===== src/rtl/vram_fill_arbiter.sv =====
// vram_fill_arbiter: owns the single VRAM write port. CPU byte writes always
// win; a row-range fill engine writes one character code into every cell of
// rows [first,last] using only the cycles the CPU leaves idle. All outputs are
// registered, so a write chosen in cycle N is on the port during cycle N+1.
module vram_fill_arbiter #(
  parameter int WRITE_ADDR_SIZE = 16,
  parameter int COLS            = 80,
  parameter int ROWS            = 30,
  parameter int X_BITS          = 7,
  parameter int Y_BITS          = 5
) (
  input  logic                       clk,
  input  logic                       rst,
  input  logic                       cpu_wr_valid,
  input  logic [WRITE_ADDR_SIZE-2:0] cpu_wr_addr,
  input  logic [7:0]                 cpu_wr_data,
  input  logic                       fill_start,
  input  logic [7:0]                 fill_char,
  input  logic [Y_BITS-1:0]          fill_row_first,
  input  logic [Y_BITS-1:0]          fill_row_last,
  input  logic                       fill_abort,
  output logic                       fill_busy,
  output logic                       fill_done,
  output logic                       fill_err,
  output logic [WRITE_ADDR_SIZE-1:0] vram_write_address,
  output logic [7:0]                 vram_write_data
);

  // Zero bits between the write-enable MSB and the {y,x} cell field.
  localparam int PAD_BITS = WRITE_ADDR_SIZE - 1 - Y_BITS - X_BITS;

  // MSB high means "no write this cycle".
  localparam logic [WRITE_ADDR_SIZE-1:0] NO_WRITE = {1'b1, {(WRITE_ADDR_SIZE-1){1'b0}}};

  localparam logic [X_BITS-1:0] X_LAST  = X_BITS'(COLS - 1);
  localparam logic [Y_BITS:0]   ROWS_CT = (Y_BITS + 1)'(ROWS);

  typedef enum logic [1:0] {
    ST_IDLE = 2'd0,
    ST_FILL = 2'd1,
    ST_DONE = 2'd2
  } state_t;

  state_t                     state_q, state_d;
  logic [X_BITS-1:0]          x_q, x_d;
  logic [Y_BITS-1:0]          y_q, y_d;
  logic [Y_BITS-1:0]          last_q, last_d;
  logic [7:0]                 char_q, char_d;
  logic                       err_sel_q, err_sel_d;
  logic [WRITE_ADDR_SIZE-1:0] addr_q, addr_d;
  logic [7:0]                 data_q, data_d;
  logic                       busy_q, done_q, err_q;

  // Cell address of (y,x) with the write enable asserted (MSB low).
  function automatic logic [WRITE_ADDR_SIZE-1:0] cell_addr(input logic [Y_BITS-1:0] y,
                                                           input logic [X_BITS-1:0] x);
    cell_addr = {1'b0, {PAD_BITS{1'b0}}, y, x};
  endfunction

  // A range is rejected if it is reversed or runs past the bottom row.
  function automatic logic range_bad(input logic [Y_BITS-1:0] first,
                                     input logic [Y_BITS-1:0] last);
    range_bad = (first > last) || ({1'b0, last} >= ROWS_CT);
  endfunction

  // Next-state, fill counters and write-port mux.
  always_comb begin
    state_d   = state_q;
    x_d       = x_q;
    y_d       = y_q;
    last_d    = last_q;
    char_d    = char_q;
    err_sel_d = err_sel_q;
    addr_d    = NO_WRITE;
    data_d    = data_q;

    // The CPU owns the port whenever it asks; the fill simply waits.
    if (cpu_wr_valid) begin
      addr_d = {1'b0, cpu_wr_addr};
      data_d = cpu_wr_data;
    end

    unique case (state_q)
      ST_IDLE: begin
        // Abort is meaningless here, so start alone decides.
        if (fill_start) begin
          if (range_bad(fill_row_first, fill_row_last)) begin
            err_sel_d = 1'b1;
            state_d   = ST_DONE;
          end else begin
            err_sel_d = 1'b0;
            last_d    = fill_row_last;
            char_d    = fill_char;
            x_d       = '0;
            y_d       = fill_row_first;
            state_d   = ST_FILL;
          end
        end
      end
      ST_FILL: begin
        if (fill_abort) begin
          // Abort beats any pending fill write, including the final one.
          err_sel_d = 1'b0;
          state_d   = ST_DONE;
        end else if (!cpu_wr_valid) begin
          addr_d = cell_addr(y_q, x_q);
          data_d = char_q;
          if (x_q == X_LAST) begin
            x_d = '0;
            y_d = y_q + Y_BITS'(1);
            if (y_q == last_q) begin
              state_d = ST_DONE;
            end
          end else begin
            x_d = x_q + X_BITS'(1);
          end
        end
      end
      ST_DONE: begin
        state_d = ST_IDLE;
      end
      default: begin
        state_d = ST_IDLE;
      end
    endcase
  end

  // Control state, counters and registered outputs; reset abandons any fill.
  always_ff @(posedge clk or posedge rst) begin
    if (rst) begin
      state_q   <= ST_IDLE;
      x_q       <= '0;
      y_q       <= '0;
      err_sel_q <= 1'b0;
      addr_q    <= NO_WRITE;
      data_q    <= 8'h00;
      busy_q    <= 1'b0;
      done_q    <= 1'b0;
      err_q     <= 1'b0;
    end else begin
      state_q   <= state_d;
      x_q       <= x_d;
      y_q       <= y_d;
      err_sel_q <= err_sel_d;
      addr_q    <= addr_d;
      data_q    <= data_d;
      busy_q    <= (state_d == ST_FILL);
      done_q    <= (state_q == ST_DONE);
      err_q     <= (state_q == ST_DONE) && err_sel_q;
    end
  end

  // Fill parameters latched on an accepted start; no reset needed.
  always_ff @(posedge clk) begin
    last_q <= last_d;
    char_q <= char_d;
  end

  assign fill_busy          = busy_q;
  assign fill_done          = done_q;
  assign fill_err           = err_q;
  assign vram_write_address = addr_q;
  assign vram_write_data    = data_q;

endmodule

===== config.mk =====
export PLATFORM = sky130hd
export DESIGN_NAME = vram_fill_arbiter
export DESIGN_NICKNAME = d
export VERILOG_FILES = /design/src/rtl/vram_fill_arbiter.sv
export SDC_FILE = /design/constraint.sdc
export NUM_CORES = 1
export LEC_CHECK = 0
export BUFFER_PORTS_ARGS = -buffer_cell sky130_fd_sc_hd__buf_2
export CORE_MARGIN = 5
export CORE_UTILIZATION = 36
export CTS_BUF_LIST = sky130_fd_sc_hd__clkbuf_8
export DETAILED_ROUTE_END_ITERATION = 7
export PLACE_DENSITY = 0.64
export SLEW_MARGIN = 20
export SYNTH_ARGS = -nofsm -noshare
export SYNTH_HDL_FRONTEND = slang
export SYNTH_SLANG_ARGS = --single-unit

===== constraint.sdc =====
create_clock -name clk -period 3.15 [get_ports clk]
set_clock_uncertainty 0.15 [all_clocks]
set_input_delay 0.63 -clock clk [delete_from_list [all_inputs] [get_ports clk]]
set_output_delay 0.63 -clock clk [all_outputs]
set_load 0.02 [all_outputs]

==> impl_results.md, run 1 <==
- Result of the run: finished clean
- Routed WL: 5.80 mm
- Flops & latches, synth: 55
- Vias per inst: 4.96
- Initial core utilization: 36.9%
- Master cell of the clock root buffer: sky130_fd_sc_hd__clkbuf_8
- Data required time of the worst path: 3.01 ns
- Worst Path Max Fanout: 13
- Pwr Density: 625 nW/um2
- Worst path slowest cell: sky130_fd_sc_hd__ha_1
- Combinational family with the most area after synthesis: compound AO/OA/AOI/OAI gates
- Gate Count Post-Synth: 220
- Type of destination of the critical path: flop
- Number of gates resized after cts: 0
- Clk pin slew, worst setup/hold paths: 0.10 ns
- Ranking of synthesized cells by area: sky130_fd_sc_hd__dfrtp_1, sky130_fd_sc_hd__edfxtp_1, sky130_fd_sc_hd__o21ai_0
- Power, Total: 0.00193 W
- Leading cell types in the layout, fill and taps excluded: sky130_fd_sc_hd__buf_2, sky130_fd_sc_hd__dfrtp_1, sky130_fd_sc_hd__nand2_1, sky130_fd_sc_hd__o21ai_0, sky130_fd_sc_hd__edfxtp_1
- H-tree Lvls: 2
- Xor/xnor share of the synthesized area: 2.10%
- Combined global-route utilization of all metal layers: 13.6%
- First-pass iteration count of the detailed router: 4
- Max-slew violation count: 0
- Number of violations reported at the end of detailed-routing iteration 0: 90
- Top cell type by total area after synthesis: sky130_fd_sc_hd__dfrtp_1
- Most common cell after layout, fill and taps aside: sky130_fd_sc_hd__buf_2
- Ports placed on the boundary: 73
- Setup Total Neg Slack: 0 ns
- CTS tree: yes
- Clk Latency, worst-skew pair: 0.31 ns
- Maximum clock frequency: 0.453 GHz
- Met1 layer wirelength in the final routing: 2.74 mm
- Proportion of synthesized area in mux cells: 3.59%
- R2R Setup Slk: 0.95 ns
- Number of remaining DRC errors: 0
- Max stage delay on crit path: 0.27 ns
- Post-CTS repair timing setup buffer count: 0
- Worst setup slack after layout: 0.943 ns
- Post-DP Area: 2980 um2
- Share of Yosys cell area claimed by the top area cell type: 40.9%
- Max Cap Violations: 0
- Final Hold Violating Endpoints: 0
- Overflow left after global routing: 0
- Design area: 3090 um2
- Via count of the first global-routing pass: 1906
- Die Span X: 93.4 um
- R2R depth: 6
- Via count: 1940
- Worst-Margin Slew: 0.615 ns
- Crit path time final: 2.21 ns
- Highest layer used for signal routing: met4
- Critical Path Start Type: input port
- Unique cell type count in the Yosys netlist: 39
- Number of antenna repair diodes: 0
- Wire length of the first global-routing pass: 9.53 mm
- Warning count from the yosys run: 0
- Post-synthesis instance area: 2510 um2
- Worst setup slack before clock tree synthesis: 0.615 ns
- Fraction of final layout cells with drive strength greater than 1: 31.2%
- Inserted Clock Buffers: 5
- Total met3 wirelength after detailed routing: 417 um
- HPWL reported at the end of detailed placement: 4.20 mm
- Final clock period utilization by the worst path: 70.1%
- Adder-cell share of the synthesized area: 3.49%
- Area added between synthesis and finish: 23.2%
- Setup violators final: 0
- Final Wtd Congestion: 0.826
- Endpoint of the worst-slack reg-to-reg timing path: state_q[1]
- Remaining max-slew budget at the tightest pin: 59.0%
- Cell Chain, Critical Path: buf_2, inv_1, ha_1, o211ai_1, a21oi_1, o21ai_0, nand2_1, nor2_1, buf_4
- Setup repair after global routing missed its margin: no
- Number of antenna violations at the first check in global routing: 0
- Post-synthesis compound-gate area fraction: 16.9%
- Quantity of I/O buffers inserted on ports: 72
- Share of synthesized area occupied by flip-flops and latches: 57.6%
- Share of synthesized cell area in and, or, nand and nor gates: 13.1%
- Average cell area after synthesis: 11.4 um2
- Maximum root-to-sink buffer count: 2
- Startpoint of the most critical register-to-register path: x_q[0]
- Worst hold-check path type: in -> async
- Overall die area: 8730 um2
- Antenna Violating Nets Remaining: 0
- Met2 routed WL: 2.57 mm
- Peak supply drop: 209 uV
- Vertical die dimension: 93.4 um
- Routed wire length per instance: 14.8 um
- Pin count of the biggest net entering global routing: 43
- LEAKAGE: 1.44 nW
- Core footprint: 6790 um2
- Fin nets: 347
- Critical path type: in -> reg
- Clock sinks: 55
- Number of buffers inserted for hold repair after clock tree synthesis: 0
- Number of core rows: 30
- Arrival @ worst endpoint: 2.06 ns
- Synthesized netlist net count: 273
-- registers in the layout, summed over array words and instances (netlist names) --
signal and flops:
state_q 2, fill_err 1, vram_write_data 8, err_sel_q 1, char_q 8, fill_done 1, vram_write_address 16, last_q 5
fill_busy 1, x_q 7, y_q 5
-- layer usage --
layer | vias up | track usage (%)
li1 | 951 | -
met1 | 910 | 19.4
met2 | 73 | 21.2
met3 | 6 | 2.90
met4 | 0 | 3.30
met5 | - | 0
-- worst max-delay path by stage --
stage               depth (start not counted)             start  slack (ns)        end
floorplan                                   7  fill_row_last[2]        0.54  char_q[0]
global placement                            9  fill_row_last[2]        0.67  char_q[4]
detailed placement                          9  fill_row_last[2]        0.61  char_q[5]
CTS                                         9  fill_row_last[2]        0.95  char_q[7]
global route                                9  fill_row_last[2]        0.79  char_q[7]
finish                                      9  fill_row_last[2]        0.94  char_q[7]
-- kinds of logic after synthesis --
| family | count (synthesis) |
|---|---|
| flip-flops | 55 |
| adder cells (fa/ha/maj) | 7 |
| multiplexers | 9 |
| AND/OR/NAND/NOR | 62 |
| XOR/XNOR | 6 |
| AO/OA/AOI/OAI | 62 |
| buffers and inverters | 19 |
-- synthesized netlist by cell type, drive strengths merged --
cell type and instances:
a41oi 2, nand4 3, o41ai 1, a31oi 8, edfxtp 13, xor2 2
a22o 10, or4b 1, ha 7, clkbuf 8, nand2b 4, nand2 23
nor2b 2, o221ai 1, nor2 7, nand3 7, o22ai 2, buf 3
o32ai 2, o21ai 19, a21oi 10, a21o 1, nor4 1, and3 3
inv 8, dfrtp 41, nand3b 2, or3b 1, mux2i 9, and2 5
nor3 1, o21a 3, dfstp 1, xnor2 4, or3 2, o211ai 3
-- layout make-up --
class                      count  area [um2]
clock inverter                 3        37.5
tap                           96         120
fill                         655        3710
sequential                    55        1440
inverter                       8        30.0
timing repair buffer          78         405
clock buffer                   5        68.8
multi-input combinational    146         982
-- through the flow --
stage          util [%]  cells  hold WS [ns]
2_1_floorplan         -    220         0.303
3_3_place_gp       43.9    383         0.331
3_5_place_dp       43.9    383         0.339
4_1_cts            45.4    391         0.298
5_1_grt            45.4    391         0.327
6_report           45.4    391         0.279
-- critical path, delay by kind of cell --
| kind | cells | cell delay [ns] |
|---|---|---|
| AO/OA/AOI/OAI | 3 | 0.49 |
| adder cells (fa/ha/maj) | 1 | 0.27 |
| buffers and inverters | 3 | 0.38 |
| AND/OR/NAND/NOR | 2 | 0.28 |
-- where the power goes --
group	switching, W	internal (W)
Combinational	0.000294	0.000218
Clock	0.000221	0.000232
Sequential	0.000115	0.000849
Total	0.000630	0.00130
Power figures use the tool's default switching activity.
==> run 2, diff against run 1 <==
--- a/config.mk
+++ b/config.mk
@@ -10,7 +10,7 @@
 export CORE_UTILIZATION = 36
 export CTS_BUF_LIST = sky130_fd_sc_hd__clkbuf_8
 export DETAILED_ROUTE_END_ITERATION = 7
-export PLACE_DENSITY = 0.64
+export PLACE_DENSITY = 0.66
 export SLEW_MARGIN = 20
 export SYNTH_ARGS = -nofsm -noshare
 export SYNTH_HDL_FRONTEND = slang
==> constraint.sdc (replaced) <==
create_clock -name clk -period 2 [get_ports clk]
set_clock_uncertainty 0.15 [all_clocks]
set_input_delay 0.4 -clock clk [delete_from_list [all_inputs] [get_ports clk]]
set_output_delay 0.4 -clock clk [all_outputs]
set_load 0.02 [all_outputs]
==> run 2 against run 1 <==
Compared with the run above: the run now ends with negative setup slack left; combinational power increased by 96%; cell count is 6.6% higher; largest cell class unchanged; via count rose by 5.1%.
==> impl_results.md, run 2 (same netlist as run 1, synthesis figures left out) <==
- Maximum clock frequency: 0.498 GHz
- Met1 layer wirelength in the final routing: 2.66 mm
- Number of remaining DRC errors: 0
- Most common cell after layout, fill and taps aside: sky130_fd_sc_hd__buf_2
- Result of the run: finished, violations left
- Hold slack: 0.0535 ns
- Arrival @ worst endpoint: 2.08 ns
- Via count: 2039
- Die Span X: 93.4 um
- Ports placed on the boundary: 73
- Setup repair after global routing missed its margin: yes
- Fin nets: 373
- Quantity of I/O buffers inserted on ports: 72
- Type of destination of the critical path: flop
- First-pass iteration count of the detailed router: 4
- Pwr Density: 922 nW/um2
- Number of antenna violations at the first check in global routing: 0
- Critical path type: reg -> reg
- Data required time of the worst path: 2.08 ns
- Maximum root-to-sink buffer count: 2
- Clock sinks: 55
- Final clock period utilization by the worst path: 100%
- Max Cap Violations: 0
- Via count of the first global-routing pass: 1951
- Fillers: 649
- Inserted Clock Buffers: 5
- Master cell of the clock root buffer: sky130_fd_sc_hd__clkbuf_8
- Vias per inst: 4.89
- Final Hold Violating Endpoints: 0
- Cell Chain, Critical Path: or4b_4, o41ai_4, buf_4, a31oi_1, a21oi_1
- Remaining max-slew budget at the tightest pin: 64.2%
- Startpoint of the most critical register-to-register path: state_q[1]
- Total met3 wirelength after detailed routing: 400 um
- Setup crit start: state_q[1]
- Clk Latency, worst-skew pair: 0.30 ns
- Cell class contributing the biggest share of worst-path delay: compound AO/OA/AOI/OAI gates
- CTS tree: yes
- Combined global-route utilization of all metal layers: 13.6%
- Number of antenna repair diodes: 0
- Routed WL: 5.92 mm
- Worst hold-check path type: in -> async
- Violated checks: negative setup slack
- Leading cell types in the layout, fill and taps excluded: sky130_fd_sc_hd__buf_2, sky130_fd_sc_hd__dfrtp_1, sky130_fd_sc_hd__buf_4, sky130_fd_sc_hd__nand2_1, sky130_fd_sc_hd__o21ai_0
- Highest layer used for signal routing: met4
- Critical Path Start Type: flop
- H-tree Lvls: 2
- Crit path time final: 2.01 ns
- Setup violators final: 1
- Number of core rows: 30
- Worst Path Max Fanout: 4
- Worst setup slack after layout: -0.00835 ns
- Met2 routed WL: 2.77 mm
- Pin count of the biggest net entering global routing: 43
- Routed wire length per instance: 14.2 um
- Vertical die dimension: 93.4 um
- Clk pin slew, worst setup/hold paths: 0.09 ns
- Buffers and inverters on the worst path: 1
- Antenna Violating Nets Remaining: 0
- Flip-flop count of the largest register after layout: 16
- Worst setup slack before clock tree synthesis: -0.0876 ns
- Core footprint: 6790 um2
- Overflow left after global routing: 0
- Setup Total Neg Slack: -0.00835 ns
- HPWL reported at the end of detailed placement: 4.42 mm
- Wire length of the first global-routing pass: 9.42 mm
- Area added between synthesis and finish: 32.7%
- Peak supply drop: 367 uV
- Number of violations reported at the end of detailed-routing iteration 0: 83
- Worst path slowest cell: sky130_fd_sc_hd__or4b_4
- Worst-Margin Slew: 0.537 ns
- Number of buffers inserted for hold repair after clock tree synthesis: 0
- Final Wtd Congestion: 0.810
- Max-slew violation count: 0
- Overall die area: 8730 um2
- Initial core utilization: 36.9%
- Fraction of final layout cells with drive strength greater than 1: 38.3%
- Max stage delay on crit path: 0.51 ns
- LEAKAGE: 1.57 nW
==> run 2: cell types whose count changed in the layout (fill, tap and decap cells not counted), moves of 2 or more <==
cell | before | now
sky130_fd_sc_hd__buf_4 | 6 | 30
sky130_fd_sc_hd__a21oi_1 | 9 | 7
sky130_fd_sc_hd__a21oi_2 | 1 | 3
sky130_fd_sc_hd__buf_12 | 0 | 2
sky130_fd_sc_hd__o21ai_0 | 19 | 17
sky130_fd_sc_hd__o21ai_1 | 0 | 2
==> run 2: per-stage QoR <==
stage | instance area, um2 | cells | power (W) | utilization, %
global route | 3320 | 417 | 0.00325 | 48.9
global placement | 3190 | 407 | 0.00243 | 47.0
CTS | 3270 | 415 | 0.00302 | 48.2
finish | 3320 | 417 | 0.00307 | 48.9
detailed placement | 3190 | 407 | 0.00245 | 47.0
floorplan | 2510 | 220 | 0.00207 | -
==> run 2: layout make-up <==
type,instances,area [um2],share of cell area (%)
well taps,96,120,3.61
clock inverters,3,12.5,0.376
inverters,8,30.0,0.903
repair buffers,104,626,18.8
clock buffers,5,68.8,2.07
multi-input cells,146,1020,30.8
flip-flops and latches,55,1440,43.4
==> run 2: repair_timing <==
| item | 4_1_cts | 5_1_grt |
|---|---|---|
| resized for setup | 0 | 7 |
| buffers inserted | 0 | 2 |
| setup endpoints to repair | 0 | 6 |
==> run 2: worst paths after layout <==
path,endpoint,slack (ns),cells past startpoint
max,y_q[3],-0.008,5
max in group asynchronous,vram_write_address[1],1.27,3
min,vram_write_data[3],0.05,3
min reg2reg,fill_err,0.35,1
max reg2reg,y_q[3],-0.008,5
min in group clk,char_q[7],0.12,1
==> run 2: routing by layer <==
metal  vias up  track usage [%]
met5         -                0
met4         0             3.66
met3         7             2.98
met2        72             22.1
met1       958             18.4
li1       1002                -
==> run 2: worst register-to-register path: stages, from the launching register on <==
cell and delay [ns]:
sky130_fd_sc_hd__dfrtp_1 0.40, sky130_fd_sc_hd__or4b_4 0.51, sky130_fd_sc_hd__o41ai_4 0.43, sky130_fd_sc_hd__buf_4 0.21, sky130_fd_sc_hd__a31oi_1 0.09, sky130_fd_sc_hd__a21oi_1 0.14
==> run 2: power by group <==
| part | internal [W] | total [W] | switching (W) |
|---|---|---|---|
| Sequential | 0.00134 | 0.00149 | 0.000154 |
| Combinational | 0.000459 | 0.00100 | 0.000543 |
| Clock | 0.000237 | 0.000573 | 0.000337 |
| Total | 0.00203 | 0.00307 | 0.00103 |
